File: config.mk
export PLATFORM = sky130hd
export DESIGN_NAME = ascii_key_mux
export DESIGN_NICKNAME = d
export VERILOG_FILES = /design/src/rtl/ascii_key_mux.sv
export SDC_FILE = /design/constraint.sdc
export NUM_CORES = 1
export LEC_CHECK = 0
export ABC_CLOCK_PERIOD_IN_PS = 1900
export BUFFER_PORTS_ARGS = -buffer_cell sky130_fd_sc_hd__buf_2
export CAP_MARGIN = 20
export CELL_PAD_IN_SITES_DETAIL_PLACEMENT = 0
export CELL_PAD_IN_SITES_GLOBAL_PLACEMENT = 1
export CORE_MARGIN = 2
export CORE_UTILIZATION = 30
export CTS_CLUSTER_SIZE = 30
export DETAILED_ROUTE_END_ITERATION = 10
export PLACE_DENSITY = 0.52
export REMOVE_ABC_BUFFERS = 1
export SETUP_SLACK_MARGIN = 0.02
export SYNTH_ARGS = -nofsm -noshare
export SYNTH_HDL_FRONTEND = slang
export SYNTH_SLANG_ARGS = --single-unit
export TNS_END_PERCENT = 1
File: constraint.sdc
create_clock -name clk25 -period 1.9 [get_ports clk25]
set_input_delay 0.38 -clock clk25 [delete_from_list [all_inputs] [get_ports clk25]]
set_output_delay 0.38 -clock clk25 [all_outputs]
set_load 0.01 [all_outputs]
File: src/rtl/ascii_key_mux.sv
// Merges typed keys (FIFO-buffered, always first) and paced streamed bytes
// into the Apple-1 KBD / KBDCR register pair read through the PIA decode.
module ascii_key_mux #(
    parameter int          FIFO_DEPTH  = 8,
    parameter logic [15:0] PACE_CYCLES = 16'd2500,
    parameter bit          FORCE_UPPER = 1'b1
) (
    input  logic       clk25,
    input  logic       rst,
    input  logic [6:0] kbd_ascii,
    input  logic       kbd_valid,
    input  logic [6:0] strm_ascii,
    input  logic       strm_valid,
    output logic       strm_ready,
    input  logic       strm_active,
    output logic       strm_abort,
    input  logic       cs,
    input  logic       address,
    output logic [7:0] dout,
    output logic       key_ready,
    output logic       fifo_ovf
);

    localparam int AW = (FIFO_DEPTH > 1) ? $clog2(FIFO_DEPTH) : 1;
    localparam int CW = AW + 1;
    localparam logic [CW-1:0] DEPTH_C = CW'(FIFO_DEPTH);

    // LF becomes CR for the monitor; lowercase optionally folded to uppercase.
    function automatic logic [6:0] map_char(input logic [6:0] c);
        logic [6:0] m;
        m = c;
        if (c == 7'h0a) begin
            m = 7'h0d;
        end else if (FORCE_UPPER && (c >= 7'h61) && (c <= 7'h7a)) begin
            m = c - 7'h20;
        end else begin
            m = c;
        end
        return m;
    endfunction

    logic [6:0]    mem_r [FIFO_DEPTH];
    logic [AW-1:0] wr_ptr_r;
    logic [AW-1:0] rd_ptr_r;
    logic [CW-1:0] count_r;
    logic [6:0]    hold_r;
    logic          key_ready_r;
    logic [7:0]    dout_r;
    logic          abort_r;
    logic          ovf_r;
    logic [15:0]   pace_r;

    logic [6:0]    kbd_char_s;
    logic [6:0]    strm_char_s;
    logic [6:0]    head_s;
    logic          fifo_empty_s;
    logic          fifo_full_s;
    logic          data_rd_s;
    logic          stat_rd_s;
    logic          pace_zero_s;
    logic          strm_ready_s;
    logic          take_s;
    logic          pop_s;
    logic          push_s;
    logic          ovf_set_s;
    logic          esc_s;
    logic          load_s;
    logic [6:0]    load_char_s;
    logic [CW-1:0] count_nxt_s;
    logic [15:0]   pace_nxt_s;
    logic [7:0]    dout_nxt_s;
    logic          key_ready_nxt_s;

    // Arbitration, FIFO control, CPU read data and pacing next-state.
    always_comb begin
        kbd_char_s      = map_char(kbd_ascii);
        strm_char_s     = map_char(strm_ascii);
        head_s          = mem_r[rd_ptr_r];
        fifo_empty_s    = (count_r == {CW{1'b0}});
        fifo_full_s     = (count_r == DEPTH_C);
        data_rd_s       = cs & ~address;
        stat_rd_s       = cs & address;
        pace_zero_s     = (pace_r == 16'd0);
        strm_ready_s    = ~key_ready_r & fifo_empty_s & pace_zero_s & strm_active & ~abort_r;
        take_s          = strm_ready_s & strm_valid;
        pop_s           = ~key_ready_r & ~fifo_empty_s;
        // A pop in the same cycle frees the slot, so a full FIFO still accepts.
        push_s          = kbd_valid & (~fifo_full_s | pop_s);
        ovf_set_s       = kbd_valid & fifo_full_s & ~pop_s;
        esc_s           = kbd_valid & (kbd_ascii == 7'h1b) & strm_active;
        load_s          = 1'b0;
        load_char_s     = hold_r;
        count_nxt_s     = count_r;
        pace_nxt_s      = pace_r;
        dout_nxt_s      = dout_r;
        key_ready_nxt_s = key_ready_r;

        if (pop_s) begin
            load_s      = 1'b1;
            load_char_s = head_s;
        end else if (take_s) begin
            load_s      = 1'b1;
            load_char_s = strm_char_s;
        end else begin
            load_s      = 1'b0;
            load_char_s = hold_r;
        end

        case ({push_s, pop_s})
            2'b10:   count_nxt_s = count_r + {{(CW-1){1'b0}}, 1'b1};
            2'b01:   count_nxt_s = count_r - {{(CW-1){1'b0}}, 1'b1};
            default: count_nxt_s = count_r;
        endcase

        if (data_rd_s) begin
            pace_nxt_s = PACE_CYCLES;
        end else if (!pace_zero_s) begin
            pace_nxt_s = pace_r - 16'd1;
        end else begin
            pace_nxt_s = pace_r;
        end

        if (data_rd_s) begin
            dout_nxt_s = {1'b1, hold_r};
        end else if (stat_rd_s) begin
            dout_nxt_s = {key_ready_r, 7'b000_0000};
        end else begin
            dout_nxt_s = dout_r;
        end

        // A load only happens with key_ready low, so it never races a clear.
        if (load_s) begin
            key_ready_nxt_s = 1'b1;
        end else if (data_rd_s) begin
            key_ready_nxt_s = 1'b0;
        end else begin
            key_ready_nxt_s = key_ready_r;
        end
    end

    // FIFO storage; contents are don't-care while the count says empty.
    always_ff @(posedge clk25) begin
        if (push_s) begin
            mem_r[wr_ptr_r] <= kbd_char_s;
        end
    end

    // FIFO pointers and fill count.
    always_ff @(posedge clk25) begin
        if (rst) begin
            wr_ptr_r <= {AW{1'b0}};
            rd_ptr_r <= {AW{1'b0}};
            count_r  <= {CW{1'b0}};
        end else begin
            if (push_s) begin
                wr_ptr_r <= wr_ptr_r + {{(AW-1){1'b0}}, 1'b1};
            end
            if (pop_s) begin
                rd_ptr_r <= rd_ptr_r + {{(AW-1){1'b0}}, 1'b1};
            end
            count_r <= count_nxt_s;
        end
    end

    // Holding register, CPU-visible state, pacing and abort pulse.
    always_ff @(posedge clk25) begin
        if (rst) begin
            hold_r      <= 7'h00;
            key_ready_r <= 1'b0;
            dout_r      <= 8'h00;
            abort_r     <= 1'b0;
            ovf_r       <= 1'b0;
            pace_r      <= 16'd0;
        end else begin
            if (load_s) begin
                hold_r <= load_char_s;
            end
            key_ready_r <= key_ready_nxt_s;
            dout_r      <= dout_nxt_s;
            abort_r     <= esc_s;
            pace_r      <= pace_nxt_s;
            if (ovf_set_s) begin
                ovf_r <= 1'b1;
            end
        end
    end

    assign strm_ready = strm_ready_s;
    assign strm_abort = abort_r;
    assign dout       = dout_r;
    assign key_ready  = key_ready_r;
    assign fifo_ovf   = ovf_r;

endmodule

# After elaboration in Yosys (flattened, before gate mapping)
# Memories as Yosys holds them, arrays and structs flattened. A register that Yosys moved wholly into a read port is not among the register bits.
# Cells that the tools add are included.
# totals
inputBits	21
mem_count	1
reg_bits	44
out_inout_bits	12
romBits	0
ramBits	56
latchBits	0
# memory_table
memory	words	width	read_ports	rd_clocked_by_memory_dff	wr	line	text
mem_r	8	7	1	1	1	42	logic [6:0] mem_r [FIFO_DEPTH];
# classes
reduce_logical	10
div	0
bitwise_logic	20
n_addsub	7
muxes	19
n_eq_ne	7
n_mul	0
order_cmp	4
shifts	0
# op_table
operator	n
7-bit 2-to-1 mux	6
12-bit 2-to-1 mux	2
16-bit zero test	1
8-bit 2-to-1 mux	2
16-bit by 1-bit subtractor with 16-bit output, second input constant	1
7-bit by 4-bit equality test with 1-bit output, second input constant	2
7-bit >= comparator, second input constant	2
7-bit <= comparator, second input constant	2
7-bit by 6-bit subtractor with 7-bit output, second input constant	2
1-bit bitwise AND	13
4-bit case mux with 2 select lines	1
2-bit nonzero test	4
7-bit by 5-bit equality test with 1-bit output, second input constant	1
3-bit by 1-bit adder with 3-bit output, second input constant	2
1-bit 2-to-1 mux	6
3-bit 2-to-1 mux	2
1-bit inverter	6
4-bit by 1-bit adder with 4-bit output, second input constant	1
4-bit equality test, second input constant	1
4-bit zero test	1
4-bit by 1-bit subtractor with 4-bit output, second input constant	1
2-bit by 1-bit equality test with 1-bit output, second input constant	1
2-bit equality test, second input constant	1
1-bit logical AND	2
4 further kinds	4

# Longest topological paths before layout
# depth
depth_word	9
depth_mapped	8
mapped_depth_nobuf	8

# Worst setup path before layout
# No wires, ideal clock.
# synth_path
path_type	input port to flip-flop
startpoint	input kbd_ascii[1]
endpoint	memory mem_r[0][6], data pin
stages	5
setup_ns	0.277
t_required_ns	1.623
arrival_ns	1.682
setup_slack_ns	-0.059
n_path_buf	0
path_cell_list	nor4_1 mux2_2 nand3_1 nand2_1 a211oi_1
# synth_via
elab_chain_cells	4
elab_cells_between_ends	7
# synth_rtl
element	line	text
from (decl)	10	input logic [6:0] kbd_ascii,
7-bit >= comparator or 7-bit <= comparator (tied branches)	34	end else if (FORCE_UPPER && (c >= 7'h61) && (c <= 7'h7a)) begin
1-bit logical AND	34	
7-bit 2-to-1 mux	34	
7-bit 2-to-1 mux *	32	if (c == 7'h0a) begin
via kbd_char_s[6]	53	logic [6:0] kbd_char_s;
to (decl)	42	
# The timed path passes the listed nets; every way through them passes the cells marked *.

# Worst setup path in the final report
# layout_path
startpoint	register pace_r[1]
endpoint	output strm_ready
# layout_via
elab_chain_cells	4
# layout_rtl
element	line	text
from (decl)	51	logic [15:0] pace_r;
from (signal assigned)	181	pace_r <= pace_nxt_s;
16-bit zero test	83	pace_zero_s = (pace_r == 16'd0);
1-bit bitwise AND (3 in a row)	84	strm_ready_s = ~key_ready_r & fifo_empty_s & pace_zero_s & strm_active & ~abort_r;
to (decl)	14	output logic strm_ready,
# No other way between the ends.

==> metrics.md <==
| Metric | Value |
|---|---|
| Status | finished, violations left |
| CTS tree | built |
| Antenna violations before repair | 0 |
| Detailed Place HPWL | 7428 um |
| Fmax | 482.2 MHz |
| Largest net degree at the start of global routing | 22 |
| Skew final | 0.005083 ns |
| VDD IR max | 460.6 uV |
| CTS Buf Count | 9 |
| Vias in the first global route | 3220 |
| Commonest non-fill, non-tap cell in the layout | edfxtp_1 |
| Syn Area/Cell | 12.72 sq um |
| CP Launch Type | register |
| Number of flops mapped to enable cells by yosys | 56 |
| Hold/Removal Path Class | in -> reg |
| Port buffer count | 32 |
| Post-route design area | 0.005786 sq mm |
| Yosys reg bits | between 100 and 150 |
| Endpoint class of the critical path | primary output |
| CP arrival | 1.69 ns |
| CTS Hold Bufs | 0 |
| Pwr/cell area | 1360 mW/mm^2 |
| H-tree Lvls | 3 |
| Mapped Area | ~0.0046 sq mm |
| Clock-pin slew on the worst setup and hold paths | roughly 0.08 ns |
| Worst slack at placement | -0.5478 ns |
| Failing checks | negative setup slack |
| Final WS setup | -0.1736 ns |
| Slew headroom | 0.5076 |
| Tot GR Track Use | 0.1378 |
| Clock sink count | 103 |
| Cell count after synthesis | 358 |
| NumNets Final | 475 |
| Critical-path cell with the highest stage delay | dfxtp_2 |
| Post-synth top flop | edfxtp_1 |
| Clock period minus worst slack | 2.074 ns |
| DRC viols | 0 |
| Final period utilization | 1.091 |
| Drt via density | 4.822 |
| DIE WIDTH | 127.2 um |
| P_leak | roughly 0.0021 uW |
| DRT Pass-1 Iters | 4 |
| Initial Util | 0.3030 |
| Number of max-cap violations | 0 |
| Core area | 0.01503 sq mm |
| Die area | between 0.015 and 0.02 sq mm |
| Share of cells above drive strength 1 | 0.3429 |
| Total number of vias | 3086 |
| Post-place instance area | around 0.0054 sq mm |
| Slew Limit Fails | 0 |
| I/O pin cnt | 33 |
| Measured slew at the worst slew-check pin | approximately 0.73 ns |
| Critical path, cell by cell | inv_2 > ha_4 > nor3b_4 > nand4_4 > nor4_4 > buf_2 |
| Final Hold Viols | 0 |
| Fin cells | 640 |
| Final ANT Viol Nets | 0 |
| Netlist cell types | 50 |
| Latest clock arrival within the worst-skew pair | 0.35 ns |
| Gpl congestion | 0.8082 |
| Required time of the critical path | approximately 1.5 ns |
| Max incr delay on CP | 0.33 ns |
| Die Ht | 127.2 um |
| Peak fanout along the critical path | 3 |
| Drt total wl | 10230 um |
| Synthesis-to-layout area growth | 27.03% |
| Setup-failing EPs final | 4 |
| Synth Warn # | 0 |
| Most frequent cells in the layout | edfxtp_1, buf_4, dfxtp_1 |
| Max Root-Sink Buffers | 2 |
| Sequential-to-total area share from yosys stat | 0.5758 |
| Async set-reset flop share out of synthesis | 0 |
| Antenna diode count | 0 |
| First-pass GRT wire length | about 17000 um |
| Initial drt markers | 212 |
| Placed instance count | 622 |
| Row count | 45 |
| Core Util, Final | 0.3849 |
| DR WL/cell | between 15 and 20 um |
| RSZ-0062 raised after global routing | yes |
| Clock root buffer | clkbuf_16 |
| Total gr overflow | 0 |
| Setup CP Type | reg -> out |
## cell families (layout without fill, tap and decap cells)
| logic type | Yosys count | count (layout) | share of synthesized area |
|---|---|---|---|
| simple gates | 134 | 134 | 0.1701 |
| xor+xnor | 18 | 18 | 0.03462 |
| buf+inv | 19 | 113 | 0.01813 |
| compound gates | 51 | 51 | 0.08599 |
| flops | 103 | 103 | 0.5758 |
| mux | 26 | 26 | 0.09615 |
| fa+ha+maj | 7 | 7 | 0.01923 |
## power breakdown
group / switching, uW / internal [uW] / total (uW)
Clock: 947 / 948 / 1890
Combinational: 1490 / 1600 / 3090
Sequential: 237 / 2650 / 2880
## synth_stat cells (3+ instances only)
cell type	instances	share of area
a21o_1	3	0.0049
xor2_1	15	0.029
or4_1	5	0.0082
inv_1	5	0.0041
mux2i_1	10	0.022
nor4_4	3	0.014
nor2_1	45	0.037
xnor2_1	3	0.0058
a211oi_1	5	0.0082
nand2_1	13	0.011
mux4_2	14	0.069
nor4_1	7	0.0096
nand3b_1	11	0.018
clkbuf_1	10	0.0082
a21oi_1	19	0.021
o21a_1	3	0.0049
ha_1	7	0.019
nand2b_1	15	0.021
dfxtp_1	47	0.21
o21ai_0	5	0.0055
nor3_1	8	0.0088
edfxtp_1	56	0.37
nand4_1	4	0.0055
nand3_1	9	0.0099
a311oi_2	3	0.0099
## final timing paths
kind | start | endpoint | slack, ns | depth (start not counted)
worst min register to register | dout[1]$_SDFFE_PP0P_ | dout[1]$_SDFFE_PP0P_ | 0.47 | 2
worst max-delay path | pace_r[1]$_SDFFE_PP0P_ | strm_ready | -0.17 | 6
worst min-delay path | address | dout[7]$_SDFFE_PP0P_ | 0.31 | 2
worst max register to register | pace_r[1]$_SDFFE_PP0P_ | hold_r[0]$_SDFFE_PP0P_ | -0.03 | 8
## critical path, delay by kind of cell (launching register included)
kind                       cells  cell delay [ns]
adders and majority gates      1             0.12
buffers and inverters          2             0.24
DFF                            1             0.33
and+or+nand+nor                3             0.65
## area by class of cell
| class | instances | area, sq um |
|---|---|---|
| Clock inverter | 7 | 80.08 |
| Timing Repair Buffer | 92 | 671.9 |
| Sequential cell | 103 | 2625 |
| Tap cell | 188 | 235.2 |
| Inverter | 5 | 18.77 |
| Multi-Input combinational cell | 236 | 1929 |
| Clock buffer | 9 | 225.2 |
| Fill cell | 1458 | 9248 |
## per-layer routing
metal,track usage,routed length [um],up-vias
li1,-,-,1526
met1,0.1778,4751,1490
met2,0.2280,4937,57
met3,0.02680,366,13
met4,0.05688,177,0
met5,0,0,-
## timing repair
action / CTS / global route
pin swaps: 7 / 2
endpoints found under the setup margin: 54 / 33
gates resized for setup: 19 / 4
setup buffers: 1 / 1
## per-stage QoR
stage                     hold slack [ns]  TNS, ns  power [uW]
after floorplan                    0.4446   -2.405        4684
after global placement             0.4524   -9.140        5887
after detailed placement           0.4564   -10.28        5892
after CTS                          0.3007  -0.3234        7926
after global routing               0.3174   -1.061        8401
final                              0.3056  -0.2342        7870
## sequential cells by signal (all words and copies together) (netlist names), named ones only
signal and cells:
dout 8, key_ready 1, rd_ptr_r 3, strm_abort 1
count_r 4, fifo_ovf 1, pace_r 16, hold_r 7
mem_r 56, wr_ptr_r 3
No activity file was read; power rests on OpenSTA's default activity.
